<file path="config.mk">
export PLATFORM = sky130hd
export DESIGN_NAME = arb_mux
export DESIGN_NICKNAME = d
export VERILOG_FILES = /design/src/rtl/arb_mux_pkg.sv /design/src/rtl/rr_grant.sv /design/src/rtl/arb_mux.sv
export SDC_FILE = /design/constraint.sdc
export NUM_CORES = 1
export LEC_CHECK = 0
export ABC_AREA = 1
export CORE_UTILIZATION = 37
export DETAILED_ROUTE_END_ITERATION = 6
export PLACE_DENSITY = 0.92
export SYNTH_ARGS = -nofsm -noshare
export SYNTH_HDL_FRONTEND = slang
export SYNTH_SLANG_ARGS = --single-unit
</file>
<file path="constraint.sdc">
create_clock -name clk -period 3.5 [get_ports clk]
set_input_delay 0.7 -clock clk [delete_from_list [all_inputs] [get_ports clk]]
set_output_delay 0.7 -clock clk [all_outputs]
set_load 0.03 [all_outputs]
</file>
<file path="src/rtl/arb_mux_pkg.sv">
// Shared definitions for the arb_mux streaming multiplexer: mode encodings
// and the grant-vector to channel-index conversion.
package arb_mux_pkg;

    localparam logic MODE_FIXED = 1'b0;
    localparam logic MODE_RR    = 1'b1;

    // Widest supported channel count; grant vectors are zero-extended to this.
    localparam int MAX_N = 16;

    // Convert a one-hot (or all-zero) grant vector to a binary channel index.
    function automatic logic [3:0] onehot_to_idx(input logic [MAX_N-1:0] oh);
        logic [3:0] idx;
        idx = '0;
        for (int i = 0; i < MAX_N; i++) begin
            if (oh[i]) begin
                idx = idx | 4'(i);
            end
        end
        return idx;
    endfunction

endpackage

</file>
<file path="src/rtl/rr_grant.sv">
// Round-robin grant generator: rotates the request vector so the channel after
// ptr sits at bit 0, picks the lowest set bit, and rotates the pick back.
module rr_grant #(
    parameter int N = 4,
    localparam int CW = $clog2(N)
) (
    input  logic [N-1:0]  req,
    input  logic [CW-1:0] ptr,
    output logic [N-1:0]  grant
);

    logic [N-1:0] rot;
    logic [N-1:0] rot_pick;

    // Lowest set bit of the rotated request vector is the winner.
    assign rot_pick = rot & (~rot + N'(1));

    generate
        for (genvar gi = 0; gi < N; gi++) begin : g_rot
            // Bit gi of the rotated view is channel (ptr + 1 + gi) mod N.
            assign rot[gi]   = req[CW'((int'(ptr) + 1 + gi) % N)];
            // Channel gi lives at rotated position (gi - ptr - 1) mod N.
            assign grant[gi] = rot_pick[CW'((gi + 2 * N - 1 - int'(ptr)) % N)];
        end
    endgenerate

endmodule

</file>
<file path="src/rtl/arb_mux.sv">
// N-channel registered multiplexer with valid/ready on every input and on the
// output. Channel choice is an explicit select, or round-robin among valid
// channels when built with ARB_MUX_RR_EN defined and mode is high. Without
// ARB_MUX_RR_EN the pointer and arbiter are absent and mode is ignored.
module arb_mux
    import arb_mux_pkg::*;
#(
    parameter int N = 4,
    parameter int W = 8,
    localparam int CW = $clog2(N)
) (
    input  logic            clk,
    input  logic            rst,
    input  logic            mode,
    input  logic [CW-1:0]   sel,
    input  logic [N-1:0]    in_valid,
    input  logic [N*W-1:0]  in_data,
    output logic [N-1:0]    in_ready,
    output logic            out_valid,
    output logic [W-1:0]    out_data,
    output logic [CW-1:0]   out_chan,
    input  logic            out_ready
);

    logic            out_valid_reg;
    logic [W-1:0]    out_data_reg;
    logic [CW-1:0]   out_chan_reg;

    logic            load;
    logic [N-1:0]    fixed_grant;
    logic [N-1:0]    grant;
    logic [N-1:0]    transfer;
    logic            any_transfer;
    logic [CW-1:0]   chan_idx;
    logic [W-1:0]    data_mask [N];
    logic [W-1:0]    data_next;

    // The output register can take a beat when empty or being drained.
    assign load = !out_valid_reg | out_ready;

    generate
        for (genvar gi = 0; gi < N; gi++) begin : g_chan
            // Fixed select ignores in_valid; an out-of-range sel matches nothing.
            assign fixed_grant[gi] = (sel == CW'(gi));
            assign data_mask[gi]   = grant[gi] ? in_data[gi*W +: W] : '0;
        end
    endgenerate

`ifdef ARB_MUX_RR_EN
    logic [CW-1:0] ptr_reg;
    logic [N-1:0]  rr_grant_vec;

    rr_grant #(.N(N)) u_rr_grant (
        .req   (in_valid),
        .ptr   (ptr_reg),
        .grant (rr_grant_vec)
    );

    assign grant = (mode == MODE_RR) ? rr_grant_vec : fixed_grant;

    // Pointer remembers the last round-robin winner; fixed-mode beats leave it alone.
    always_ff @(posedge clk) begin
        if (rst) begin
            ptr_reg <= CW'(N - 1);
        end else if (mode == MODE_RR && any_transfer) begin
            ptr_reg <= chan_idx;
        end
    end
`else
    logic mode_unused;
    assign mode_unused = mode;
    assign grant       = fixed_grant;
`endif

    assign in_ready     = rst ? '0 : (grant & {N{load}});
    assign transfer     = in_valid & in_ready;
    assign any_transfer = |transfer;
    assign chan_idx     = CW'(onehot_to_idx(MAX_N'(grant)));

    // Grant is one-hot, so OR-ing the masked channels selects the winner's data.
    always_comb begin
        data_next = '0;
        for (int i = 0; i < N; i++) begin
            data_next = data_next | data_mask[i];
        end
    end

    // Output register: load a new beat on transfer, otherwise empty out when drained.
    always_ff @(posedge clk) begin
        if (rst) begin
            out_valid_reg <= 1'b0;
            out_data_reg  <= '0;
            out_chan_reg  <= '0;
        end else if (load) begin
            out_valid_reg <= any_transfer;
            if (any_transfer) begin
                out_data_reg <= data_next;
                out_chan_reg <= chan_idx;
            end
        end
    end

    assign out_valid = out_valid_reg;
    assign out_data  = out_data_reg;
    assign out_chan  = out_chan_reg;

endmodule
</file>
Word level (Yosys, flattened, before mapping)
Index checks and enable logic that the tools add are counted.
{"block": "totals", "regBits": 11, "latchBits": 0, "mem_bits_rw": 0, "rom_bits": 0, "input_bits": 42, "wordCells": 24, "memories": 0}
{"block": "classes", "add_sub_neg": 0, "mul": 0, "div": 0, "n_lt_le_gt_ge": 0, "eq_ne": 3, "shifts": 0, "mux": 8, "bitwise_logic": 6, "reduce_logical": 4}
{"operator": "$mux 8", "count": 4}
{"operator": "$or 8x8->8", "count": 3}
{"operator": "$and 4x4->4", "count": 2}
{"operator": "$eq 2x2->1 const B", "count": 2}
{"operator": "$mux 2", "count": 2}
{"operator": "$mux 4", "count": 1}
{"operator": "$reduce_or 4->1", "count": 1}
{"operator": "$eq 2x1->1 const B", "count": 1}
{"operator": "$logic_not 2->1", "count": 1}
{"operator": "$reduce_and 2->1", "count": 1}
{"operator": "$logic_not 1->1", "count": 1}
{"operator": "$mux 1", "count": 1}
{"operator": "$or 1x1->1", "count": 1}

Depth between registers and ports, before layout
{"block": "depth", "ltp_word": 7, "depth_mapped": 10, "depth_no_buf": 8}

Worst setup path after synthesis
OpenSTA, ideal clock, no wires.
{"block": "synth_path", "path_type": "input to output", "startpoint": "input out_ready", "endpoint": "output in_ready[0]", "arrival_ps": 1654, "path_slack_ps": 1146, "cell_stages": 4, "n_path_buf": 0, "cell_sequence": "inv_1 nand2_1 nand2_1 nor3_1"}
{"block": "synth_via", "elab_chain_len": 3}
{"item": "start: declaration", "line": "arb_mux.sv:22", "text": "input logic out_ready"}
{"item": "$or 1x1->1", "line": "arb_mux.sv:39", "text": "assign load = !out_valid_reg | out_ready;"}
{"item": "$and 4x4->4", "line": "arb_mux.sv:75", "text": "assign in_ready = rst ? '0 : (grant & {N{load}});"}
{"item": "$mux 4", "line": "arb_mux.sv:75"}
{"item": "end: declaration", "line": "arb_mux.sv:18", "text": "output logic [N-1:0] in_ready,"}
No other way between the ends.

Final worst setup path
{"block": "layout_path", "startpoint": "input out_ready", "endpoint": "output in_ready[2]"}
Same word-level chain as after synthesis.

==> results list <==
- IR analysis of the VDD net gives a maximum drop of 0.269 mV.
- Post-layout worst setup margin: between 0.3 and 0.4 ns
- Initial Util: 40.3%
* DP HPWL: about 2 mm
- TritonCTS built the clock tree.
* Worst clock skew: between 0.005 and 0.006 ns
* Number of top-level pins: between 50 and 60
* Area of all placed cells without fillers: around 1400 µm²
- Switching share of power: 33.1%
- In this run the standard cell core region covers around 2000 µm².
- Placer's final routability congestion estimate: about 0.8
* Most frequent cells in the layout: clkdlybuf4s50_1, nand2_1, nor2_1, inv_1, dfxtp_1
- Clock-pin transition on the worst setup and hold timing paths: around 0.070 ns
* Vias: roughly 960
* Share of power burned in the clock network: 21.4%
* Final setup TNS: 0 ns
- STA puts the critical path data arrival time at 2.46 ns.
- Max FFs per register: 8
- The number of different library cells used by synthesis comes to 16.
- Number of antenna violations at the first check in global routing: 0
- Counting flops and latches in the post-synthesis netlist gives 11.
- In the global route stage, overall resource usage came out at 21.0%.
* IO Port Bufs: 55
- Entering global routing, the biggest net connects 21 pins.
- Kind of start point of the critical path: input pin
* Post_cts resized: 0
- Row generation in the floorplan step produced 16 rows.
- The count of nets left with antenna violations once routing finished came out at 0.
- Vias per inst: roughly 4.6
- RSZ-0062 raised after global routing: no
- The flow ran to the end, and the final reports show no timing, DRC or antenna violations.
- At the end of the flow, the number of nets in the layout was ~230.
- The number of slew-limit violations in the final report was 0.
* Postcts setup bufs: 0
- In this run, post-CTS hold repair placed 0 buffers.
* Vert. Die Dim: ~49 µm
- Max-cap violations in this run came to 0.
* Part of the total power dissipated in combinational logic: between 40% and 50%
* Top area cells in the synthesized netlist: dfxtp_1, nand2_1, nor2_1, nand4_1, nor2_8
* Iteration-0 DRC count of the detailed router: 4
- Achievable frequency: ~0.32 GHz
- The analysis attributes to cell leakage a power of 0.634 nW.
- Sequential cells burn between 30% and 40% of the power.
* Number of global-route vias before repair: ~910
- The internal portion of the total power is around 0.00027 W.
- Mapped cell area: about 810 µm²
* Share of cells above drive strength 1: between 9 and 10%
* Leading area contributor after synthesis: dfxtp_1
- The longest clock path from root to sink contains 2 buffers.
- Pre-CTS setup slack: around 0.33 ns
- Share of synthesized area occupied by flip-flops and latches: between 20% and 30%
* Count of unresolved DRC violations after routing: 0
* H-tree depth: 1
* Data required time of the critical path: 2.80 ns
- In this run the tightest slew margin relative to its limit is between 50% and 60%.
- Counting the buffers created by CTS gives 3.
- Placed inst area: approximately 1400 µm²
* Final setup fails: 0
- Of all nets on the critical path, the largest fanout is 6.
* Ratio of final minimum period to clock period: ~90%
* Top-area cell type share of the netlist area: a little over a quarter
* Synthesized netlist cell count: between 100 and 150
- Dividing total power by cell area gives a power density of around 290 nW/µm².
- Final critical path time including I/O delays and setup: 3.16 ns
- Inserted Diodes: 0
- The first global-routing pass estimated 3.92 mm of wire.
* Capturing element type of the critical path: output port
* Switching power summed over all nets: between 0.0001 and 0.00015 W
- At the pin with the least slew margin, the transition time is roughly 0.67 ns.
* Most common library cell in the layout ignoring fill and taps: clkdlybuf4s50_1
- Fillers: approximately 180
- Area Growth Syn to Fin: 71.2%
- Cells fill roughly 69% of the core in the end.
- Setup CP Type: input pin to output port
- After layout, the design draws a total of 0.000398 W.
- For the worst-skew pair, the clock arrives at the later sink with an insertion delay of roughly 0.26 ns.
- Area of the die: around 2400 µm²
- The cell sitting at the root of the clock tree is a clkbuf_4.
* Final Routed Wirelength: 2.37 mm
- Avg Inst Size Synth: 6.35 µm²
- The min-delay analysis places its worst path in the category flip-flop to flip-flop.
* Chip width: ~50 µm
* Clock Sinks: 11
- Yosys warning total: 0
- The first detailed-routing pass ran for 4 iterations.
- In the final routed layout, each cell accounts on average for 11.2 µm.
- Hold violation total from the final report: 0
* Residual overflow from global routing: 0
- When the netlist entered floorplanning its net count stood at 169.
-- area by class of cell --
class                           count  area (µm²)  share of cell area, %
Timing Repair Buffer               58         573                   41.5
Multi-Input combinational cell     96         467                   33.8
Sequential cell                    11         220                   15.9
Inverter                           15        61.3                   4.44
Tap cell                           27        33.8                   2.45
Clock buffer                        4        26.3                   1.90
-- layer usage --
| metal | GRT usage (%) | share of wire [%] | vias to the layer above |
|---|---|---|---|
| met2 | 44.2 | 57 | 33 |
| met1 | 21.0 | 38 | 420 |
| li1 | - | - | 508 |
| met3 | 5.66 | 5.1 | 0 |
| met4 | 0 | 0 | 0 |
| met5 | 0 | 0 | - |
-- cell usage after synthesis --
cell type	instances
inv_2	1
inv_4	2
nor2_8	3
nor3_1	3
nor2_1	19
a21oi_1	2
buf_6	4
nand2_1	53
nand4_1	10
dfxtp_1	11
nand2_2	2
nand4_2	2
inv_1	12
nor2_2	1
clkbuf_8	1
nand3_1	1
-- power groups by stage --
stage	Sequential [W]	Combinational [W]	Clock, W
final	0.000143	0.000170	0.0000853
after global routing	0.000145	0.000183	0.0000944
after CTS	0.000143	0.000171	0.0000864
after detailed placement	0.000146	0.000170	0
after global placement	0.000145	0.000166	0
after floorplan	0.000169	0.0000689	0
-- stage by stage --
| stage | std cells | hold WS [ns] |
|---|---|---|
| 2_1_floorplan | 127 | 0.571 |
| 6_report | 211 | 0.462 |
| 3_3_place_gp | 207 | 0.439 |
| 3_5_place_dp | 207 | 0.448 |
| 4_1_cts | 211 | 0.465 |
| 5_1_grt | 211 | 0.496 |
-- final timing paths --
check	from	to	slack [ns]	cells past startpoint
setup reg to reg	out_valid$_SDFFE_PP0N_	out_data[1]$_SDFFE_PP0P_	1.93	7
hold reg to reg	out_chan[1]$_SDFFE_PP0P_	out_chan[1]$_SDFFE_PP0P_	0.46	2
setup / recovery	out_ready	in_ready[2]	0.34	6
hold / removal	out_chan[1]$_SDFFE_PP0P_	out_chan[1]$_SDFFE_PP0P_	0.46	2
-- cells by family (layout without fill, tap and decap cells) --
family	Yosys count	in the layout	synth area share, %
AND/OR/NAND/NOR	94	94	56.6
AO/OA/AOI/OAI	2	2	1.24
buffers and inverters	20	77	14.9
flip-flops	11	11	27.3
-- worst max-delay path, cell delays in order --
cell and delay [ns]:
clkdlybuf4s50_1 0.46, inv_1 0.04, nand2_1 0.18, nand2_1 0.15, nor3_1 0.20, clkdlybuf4s50_1 0.73
Power figures use the tool's default switching activity.
